## src/rtl/colormapper_pipe.sv

```systemverilog
// colormapper_pipe: two-stage valid/ready mapper from iteration counts to RGB.
// S1 captures per-beat config, gradient products and palette index; S2 resolves the colour.
module colormapper_pipe #(
  parameter int ITER_W = 8,
  parameter int PAL_DEPTH = 16,
  localparam int PAL_AW = $clog2(PAL_DEPTH)
) (
  input  logic              clk,
  input  logic              reset,
  input  logic              in_valid,
  output logic              in_ready,
  input  logic [ITER_W-1:0] in_x,
  input  logic [7:0]        in_y,
  input  logic              in_sof,
  input  logic              in_eol,
  input  logic [2:0]        mode,
  input  logic [23:0]       color0,
  input  logic [23:0]       color1,
  input  logic              cycle_en,
  input  logic              pal_we,
  input  logic [PAL_AW-1:0] pal_addr,
  input  logic [23:0]       pal_wdata,
  output logic              out_valid,
  input  logic              out_ready,
  output logic [7:0]        out_r,
  output logic [7:0]        out_g,
  output logic [7:0]        out_b,
  output logic              out_sof,
  output logic              out_eol
);
  logic                   w_en, w_acc;
  logic [7:0]             w_t;
  logic [0:2][7:0]        w_c0, w_c1, w_diff, w_grad;
  logic [0:2][15:0]       w_prod;
  logic [0:2]             w_dn;
  logic [23:0]            w_rgb;
  logic                   r_v1, r_sof1, r_eol1;
  logic [2:0]             r_mode;
  logic [7:0]             r_t, r_y;
  logic [PAL_AW-1:0]      r_idx, r_off;
  logic [0:2][7:0]        r_c0;
  logic [0:2][15:0]       r_prod;
  logic [0:2]             r_dn;
  logic [23:0]            r_pal [PAL_DEPTH];
  assign w_en = ~out_valid | out_ready;
  assign in_ready = w_en;
  assign w_acc = in_valid & w_en;
  assign w_t = in_x[ITER_W-1 -: 8];
  assign w_c0 = color0;
  assign w_c1 = color1;
  // Gradient works on the absolute channel difference so the product never goes negative.
  always_comb begin
    w_dn = '0;
    w_diff = '0;
    w_prod = '0;
    for (int k = 0; k < 3; k++) begin
      w_dn[k] = w_c1[k] < w_c0[k];
      w_diff[k] = w_dn[k] ? w_c0[k] - w_c1[k] : w_c1[k] - w_c0[k];
      w_prod[k] = {8'h00, w_diff[k]} * {8'h00, w_t};
    end
  end
  always_ff @(posedge clk) begin
    if (reset) begin
      r_v1 <= 1'b0;
      r_sof1 <= 1'b0;
      r_eol1 <= 1'b0;
      r_mode <= '0;
      r_t <= '0;
      r_y <= '0;
      r_idx <= '0;
      r_c0 <= '0;
      r_prod <= '0;
      r_dn <= '0;
    end else if (w_en) begin
      r_v1 <= in_valid;
      r_sof1 <= in_sof;
      r_eol1 <= in_eol;
      r_mode <= mode;
      r_t <= w_t;
      r_y <= in_y;
      r_idx <= in_x[PAL_AW-1:0] + r_off;
      r_c0 <= w_c0;
      r_prod <= w_prod;
      r_dn <= w_dn;
    end
  end
  always_ff @(posedge clk) begin
    if (reset)
      r_off <= '0;
    else if (w_acc && in_sof && cycle_en)
      r_off <= r_off + 1'b1;
  end
  always_ff @(posedge clk) begin
    if (reset) begin
      for (int k = 0; k < PAL_DEPTH; k++) r_pal[k] <= '0;
    end else if (pal_we) begin
      r_pal[pal_addr] <= pal_wdata;
    end
  end
  always_comb begin
    w_grad = '0;
    for (int k = 0; k < 3; k++)
      w_grad[k] = r_dn[k] ? r_c0[k] - r_prod[k][15:8] : r_c0[k] + r_prod[k][15:8];
  end
  assign w_rgb = (r_mode == 3'd0) ? {8'h00, r_y, r_t} :
                 (r_mode == 3'd1) ? {3{r_t}} :
                 (r_mode == 3'd2) ? w_grad :
                 (r_mode == 3'd3) ? r_pal[r_idx] :
                 (r_mode == 3'd4) ? 24'h000000 : {8'h00, r_t, r_y};
  always_ff @(posedge clk) begin
    if (reset) begin
      out_valid <= 1'b0;
      {out_r, out_g, out_b} <= '0;
      out_sof <= 1'b0;
      out_eol <= 1'b0;
    end else if (w_en) begin
      out_valid <= r_v1;
      {out_r, out_g, out_b} <= w_rgb;
      out_sof <= r_sof1;
      out_eol <= r_eol1;
    end
  end
endmodule
```

## config.mk

```make
export PLATFORM = sky130hd
export DESIGN_NAME = colormapper_pipe
export DESIGN_NICKNAME = d
export VERILOG_FILES = /design/src/rtl/colormapper_pipe.sv
export SDC_FILE = /design/constraint.sdc
export NUM_CORES = 1
export LEC_CHECK = 0
export BUFFER_PORTS_ARGS = -buffer_cell sky130_fd_sc_hd__buf_2
export CORE_MARGIN = 2
export CORE_UTILIZATION = 40
export DETAILED_ROUTE_END_ITERATION = 7
export PLACE_DENSITY = 0.65
export REMOVE_ABC_BUFFERS = 1
export SYNTH_ARGS = -nofsm -noshare
export SYNTH_HDL_FRONTEND = slang
export SYNTH_SLANG_ARGS = --single-unit
```

## constraint.sdc

```tcl
create_clock -name clk -period 24.7 [get_ports clk]
set_clock_uncertainty 0.15 [all_clocks]
set_input_delay 4.94 -clock clk [delete_from_list [all_inputs] [get_ports clk]]
set_output_delay 4.94 -clock clk [all_outputs]
set_load 0.01 [all_outputs]
```

# Yosys cells after proc, flatten, opt, wreduce, memory -nomap -nowiden
# Memory sizes are Yosys's and may differ from the RTL's. A register that Yosys moved wholly into a read port is not among the register bits.
# Index checks and enable logic that the tools add are counted.
# classes
add_sub_neg,14
multipliers,3
n_div,0
order_cmp,3
n_eq_ne,4
shift,0
muxes,21
n_bitwise,3
n_reduce_logical,4
# ops
cell,count
$mux 24,5
$sub 8x8->8,9
$mul 8x8->16,3
$mux 8,6
$add 8x8->8,3
$lt 8x8->1,3
$reduce_or 24->1,1
$mux 16,1
$mux 4,3
$eq 3x2->1 const B,2
$mux 1,6
$add 4x1->4 const B,1
$add 4x4->4,1
$eq 3x1->1 const B,1
$eq 3x3->1 const B,1
$logic_not 3->1,1
$logic_and 1x1->1,2
$and 1x1->1,1
$not 1->1,1
$or 1x1->1,1
# word_totals
ff_bits,132
latchBits,0
ramBits,384
romBits,0
inputBits,103
out_inout_bits,28
elab_cells,74
n_memories,1
# memory_table
memory,words,width,read_ports,rd_clocked_by_memory_dff,wr,line,source
r_pal,16,24,1,1,16,44,logic [23:0] r_pal [PAL_DEPTH];

# Depth between registers and ports, before layout
# depth
ltp_word,6
ltp_mapped,31
depth_no_buf,29

# Worst setup path before layout
# No wires, ideal clock.
# synth_timing
path_kind,in2reg
start,input port color1[16]
end,register r_prod[45] in the netlist's numbering
setup_ps,117
arrival_time_ps,11149
t_required_ps,24433
path_slack_ps,13285
cell_stages,31
n_path_buf,2
path_cell_list,inv_1 > ha_1 > inv_1 > fa_1 > a21o_1 > a21oi_2 > o21ai_1 > buf_4 > mux2_2 > o2111ai_1 > o2111ai_1 > and3_1 > clkbuf_1 > and2_1 > fa_1 > inv_1 > fa_1 > inv_1 > fa_1 > inv_1 > fa_1 > inv_1 > ha_1 > nand4_1 > nor4_1 > nand4_1 > mux2_2 > a31oi_1 > a21o_1 > xor2_1 > a22o_1
# synth_between
elab_chain_cells,3
elab_cells_between_ends,5
cone_classes,add/sub: 2; mul: 1; order compare: 1; mux: 1
# synth_lines
element,line,source
"start, declared",18,"input logic [23:0] color1,"
$sub 8x8->8 / $lt 8x8->1 (equally long branches),"58, 57",
$mux 8 *,58,w_diff[k] = w_dn[k] ? w_c0[k] - w_c1[k] : w_c1[k] - w_c0[k];
$mul 8x8->16 *,59,"w_prod[k] = {8'h00, w_diff[k]} * {8'h00, w_t};"
"end signal, assigned",83,r_prod <= w_prod;
"end, declared",42,logic [0:2][15:0] r_prod;
# Every way passes the cells marked *; elsewhere a longest branch is shown, timed or not.
# A chain may end at the register's enable or synchronous reset.

# Final worst setup path
# layout_timing
start,input port color0[15]
end,register r_prod[31] in the netlist's numbering
# layout_between
elab_chain_cells,3
elab_cells_between_ends,5
cone_classes,add/sub: 2; mul: 1; order compare: 1; mux: 1
# layout_lines
element,line,source
"start, declared",17,"input logic [23:0] color0,"
$sub 8x8->8 / $lt 8x8->1 (equally long branches),"58, 57",
$mux 8 *,58,
$mul 8x8->16 *,59,
# Marked as above.

==> results.json <==
{
  "status": "finished, final reports clean",
  "swShare_pct": 36.0,
  "ys_top_cells_by_area": "edfxtp_1 37%, and2_1 9.6%, mux4_2 8.7%",
  "cts_tree": "done",
  "grt_max_degree": 67,
  "combPwrFrac_pct": 43.2,
  "antenna_cells": 0,
  "num-nets-final": 3159,
  "r2r-end": "out_b[2]$_SDFFE_PP0N_",
  "fin_crit_sh_pct": 47.5,
  "maxSlewViolCount": 0,
  "slew_headroom_pct": 28.8,
  "area_delta_synth_final_pct": 10.5,
  "hold_viol_final": 0,
  "place.port_buffers": 130,
  "yosys_most_used_dff": "edfxtp_1",
  "core.rowCount": 102,
  "yosys_warnings": 0,
  "finalCriticalPeriod_ns": 11.73,
  "hold_path_class": "flip-flop to flip-flop",
  "synthCells": 2721,
  "place_congestion": 0.887,
  "hpwl_um": 53000,
  "ys_ff_latch": 496,
  "crit_path_end_kind": "flip-flop",
  "antenna_found_initial": 8,
  "die_area_um2": 79800,
  "core-area_um2": 77100,
  "cts_resized": 0,
  "max_cap_violations": 0,
  "drc": 0,
  "crit_arrival_ns": 12.09,
  "cellLeakagePower_nw": 13.7,
  "routed_wl_um": 82700,
  "vias": 20500,
  "power_frac_clock_pct": 25.0,
  "synth-seq-area-share_pct": 44.4,
  "clockBufferDepth": 3,
  "clock_latency_ns": 0.63,
  "synth_top_area_cell": "edfxtp_1",
  "grt_usage_pct": 21.0,
  "routedWlPerCell_um": 21.5,
  "ys_types": 82,
  "finalSetupTns_ns": 0,
  "path_class": "input port to flip-flop",
  "layout-drive-gt1-share_pct": 15.0,
  "die_y_um": 282,
  "vdd_drop_max_mv": 0.0701,
  "firstDrtPassIters": 7,
  "clock_sinks": 496,
  "rsz0062_at_grt": "false",
  "syn-cell-area_um2": 31000,
  "hp-start": "r_idx[0]$_SDFFE_PP0N_",
  "layout_commonest_cell": "and2_1",
  "fill_cells": 7124,
  "internal_power_w": 0.00203,
  "final-setup-viol-count": 0,
  "power_density_nw_per_um2": 92.7,
  "syn_avg_cell_area_um2": 11.4,
  "start_util_pct": 40.2,
  "drtIter0Drc": 1928,
  "seqCellArea_um2": 13800,
  "cts_setup_buffers": 0,
  "tritoncts.num_buffers": 51,
  "ff2ff_setup_slack_ns": 20.92,
  "synth-edff-count": 384,
  "io_pins": 131,
  "cp_data_required_time_ns": 25.05,
  "power_w": 0.00318,
  "grt_pass1_vias": 20600,
  "grt_pass1_wl_um": 126000,
  "tightest_slew_ns": 1.06,
  "die_x_um": 282,
  "crit_end": "r_prod[31]$_SDFFE_PP0N_",
  "drtAntennaViolNets": 0,
  "cp-start-kind": "input port",
  "globalRouteOverflowTotal": 0,
  "path_clk_slew_ns": 0.06,
  "clock-root-buffer": "clkbuf_16",
  "power.net_switching_w": 0.00115,
  "multi_input_area_um2": 15800,
  "htree_num_levels": 2,
  "hold_buffers": 0,
  "max_freq_mhz": 85.2,
  "synth_top_area_share_pct": 37.2,
  "synthArstFlopShare_pct": 0,
  "p_seq_share_pct": 31.8,
  "final_cell_mix": "477 x and2_1, 384 x edfxtp_1, 227 x inv_1",
  "crit_fanout": 36,
  "worstRegToRegCells": 8,
  "whs_path_depth": 2,
  "critical_path.startpoint": "color0[15]",
  "viasPerCell": 5.31
}
final cells by class:
type / count / share of cell area, %
Tap cell: 1040 / 3.80
Sequential cell: 496 / 40.2
Multi-Input combinational cell: 1830 / 46.0
Clock buffer: 69 / 3.99
Timing Repair Buffer: 159 / 2.54
Clock inverter: 27 / 0.985
Inverter: 231 / 2.53
logic make-up (layout without fill, tap and decap cells):
group / after synthesis / count (layout) / synth area share, %
buffers and inverters: 395 / 486 / 5.00
xor gates and xnor gates: 69 / 69 / 1.95
and+or+nand+nor: 980 / 980 / 17.0
AOI/OAI and AO/OA: 329 / 329 / 7.03
DFF: 496 / 496 / 44.4
adders and majority gates: 287 / 287 / 14.4
muxes: 165 / 165 / 10.2
synthesized netlist by cell type, types with 9 or more instances:
cell type	number
a211oi_1	13
nor2_1	126
nor2b_1	13
buf_1	15
o21ai_0	50
nand2b_1	24
dfxtp_1	112
nor3_1	39
mux2i_1	35
or2_2	17
o21a_1	9
or3_1	16
ha_1	172
clkbuf_1	127
a21o_1	24
nand2_1	208
nand4_1	15
buf_2	13
and2_1	477
mux4_2	120
nand3_1	22
edfxtp_1	384
fa_1	115
inv_1	227
o211ai_1	12
a31oi_1	12
xor2_1	19
xnor2_1	50
a21oi_1	116
through the flow:
stage	util (%)	hold WS [ns]	cells	worst slack, ns	cell area (µm²)
4_1_cts	44.5	0.301	3852	13.09	34300
5_1_grt	44.5	0.323	3852	12.59	34300
3_3_place_gp	42.3	0.282	3756	12.55	32600
2_1_floorplan	-	0.274	2557	10.73	30300
3_5_place_dp	42.3	0.289	3756	12.42	32600
6_report	44.5	0.301	3852	12.97	34300
routing by layer:
layer  part of all wire [%]  wire length, µm  vias up  track usage (%)
li1                       -                -     9542                -
met1                     42            34600    10100             27.2
met2                     49            40500      616             36.3
met3                    5.8             4770      171             2.93
met4                    3.2             2680        8             6.48
met5                  0.068               56        -                0
worst min-delay path by stage:
stage | end
finish | flip-flop
global route | r_c0[21]$_SDFFE_PP0N_
CTS | flip-flop
detailed placement | flip-flop
global placement | flip-flop
floorplan | flip-flop
power groups by stage:
stage / logic, W / registers, W / clock network, W
2_1_floorplan: 0.00104 / 0.00102 / 0
3_3_place_gp: 0.00135 / 0.00103 / 0
3_5_place_dp: 0.00136 / 0.00103 / 0
6_report: 0.00137 / 0.00101 / 0.000794
4_1_cts: 0.00138 / 0.00101 / 0.000805
5_1_grt: 0.00157 / 0.00102 / 0.000837
worst max-delay path, cell delays in order:
cell	delay [ns]
buf_2	0.09
inv_1	0.04
ha_1	0.97
nand2_1	0.27
a21oi_2	0.28
a2111oi_0	0.13
o311ai_2	0.44
a31oi_1	0.17
xnor2_1	0.60
and2_1	0.25
fa_1	0.45
fa_1	0.50
fa_1	0.49
inv_1	0.05
fa_1	0.47
inv_1	0.04
ha_1	0.32
a21oi_1	0.12
o21ai_0	0.12
a21o_1	0.23
o2111a_2	0.30
or3_1	0.39
and4_1	0.20
a221o_1	0.25
state kept, by name, summed over array words and instances, names as in the netlist, 8 cells and up, named ones only:
signal,count
r_pal,384
r_t,8
out_b,8
r_y,8
r_prod,24
out_g,8
out_r,8
r_c0,24
(Power assumes the default switching activity.)
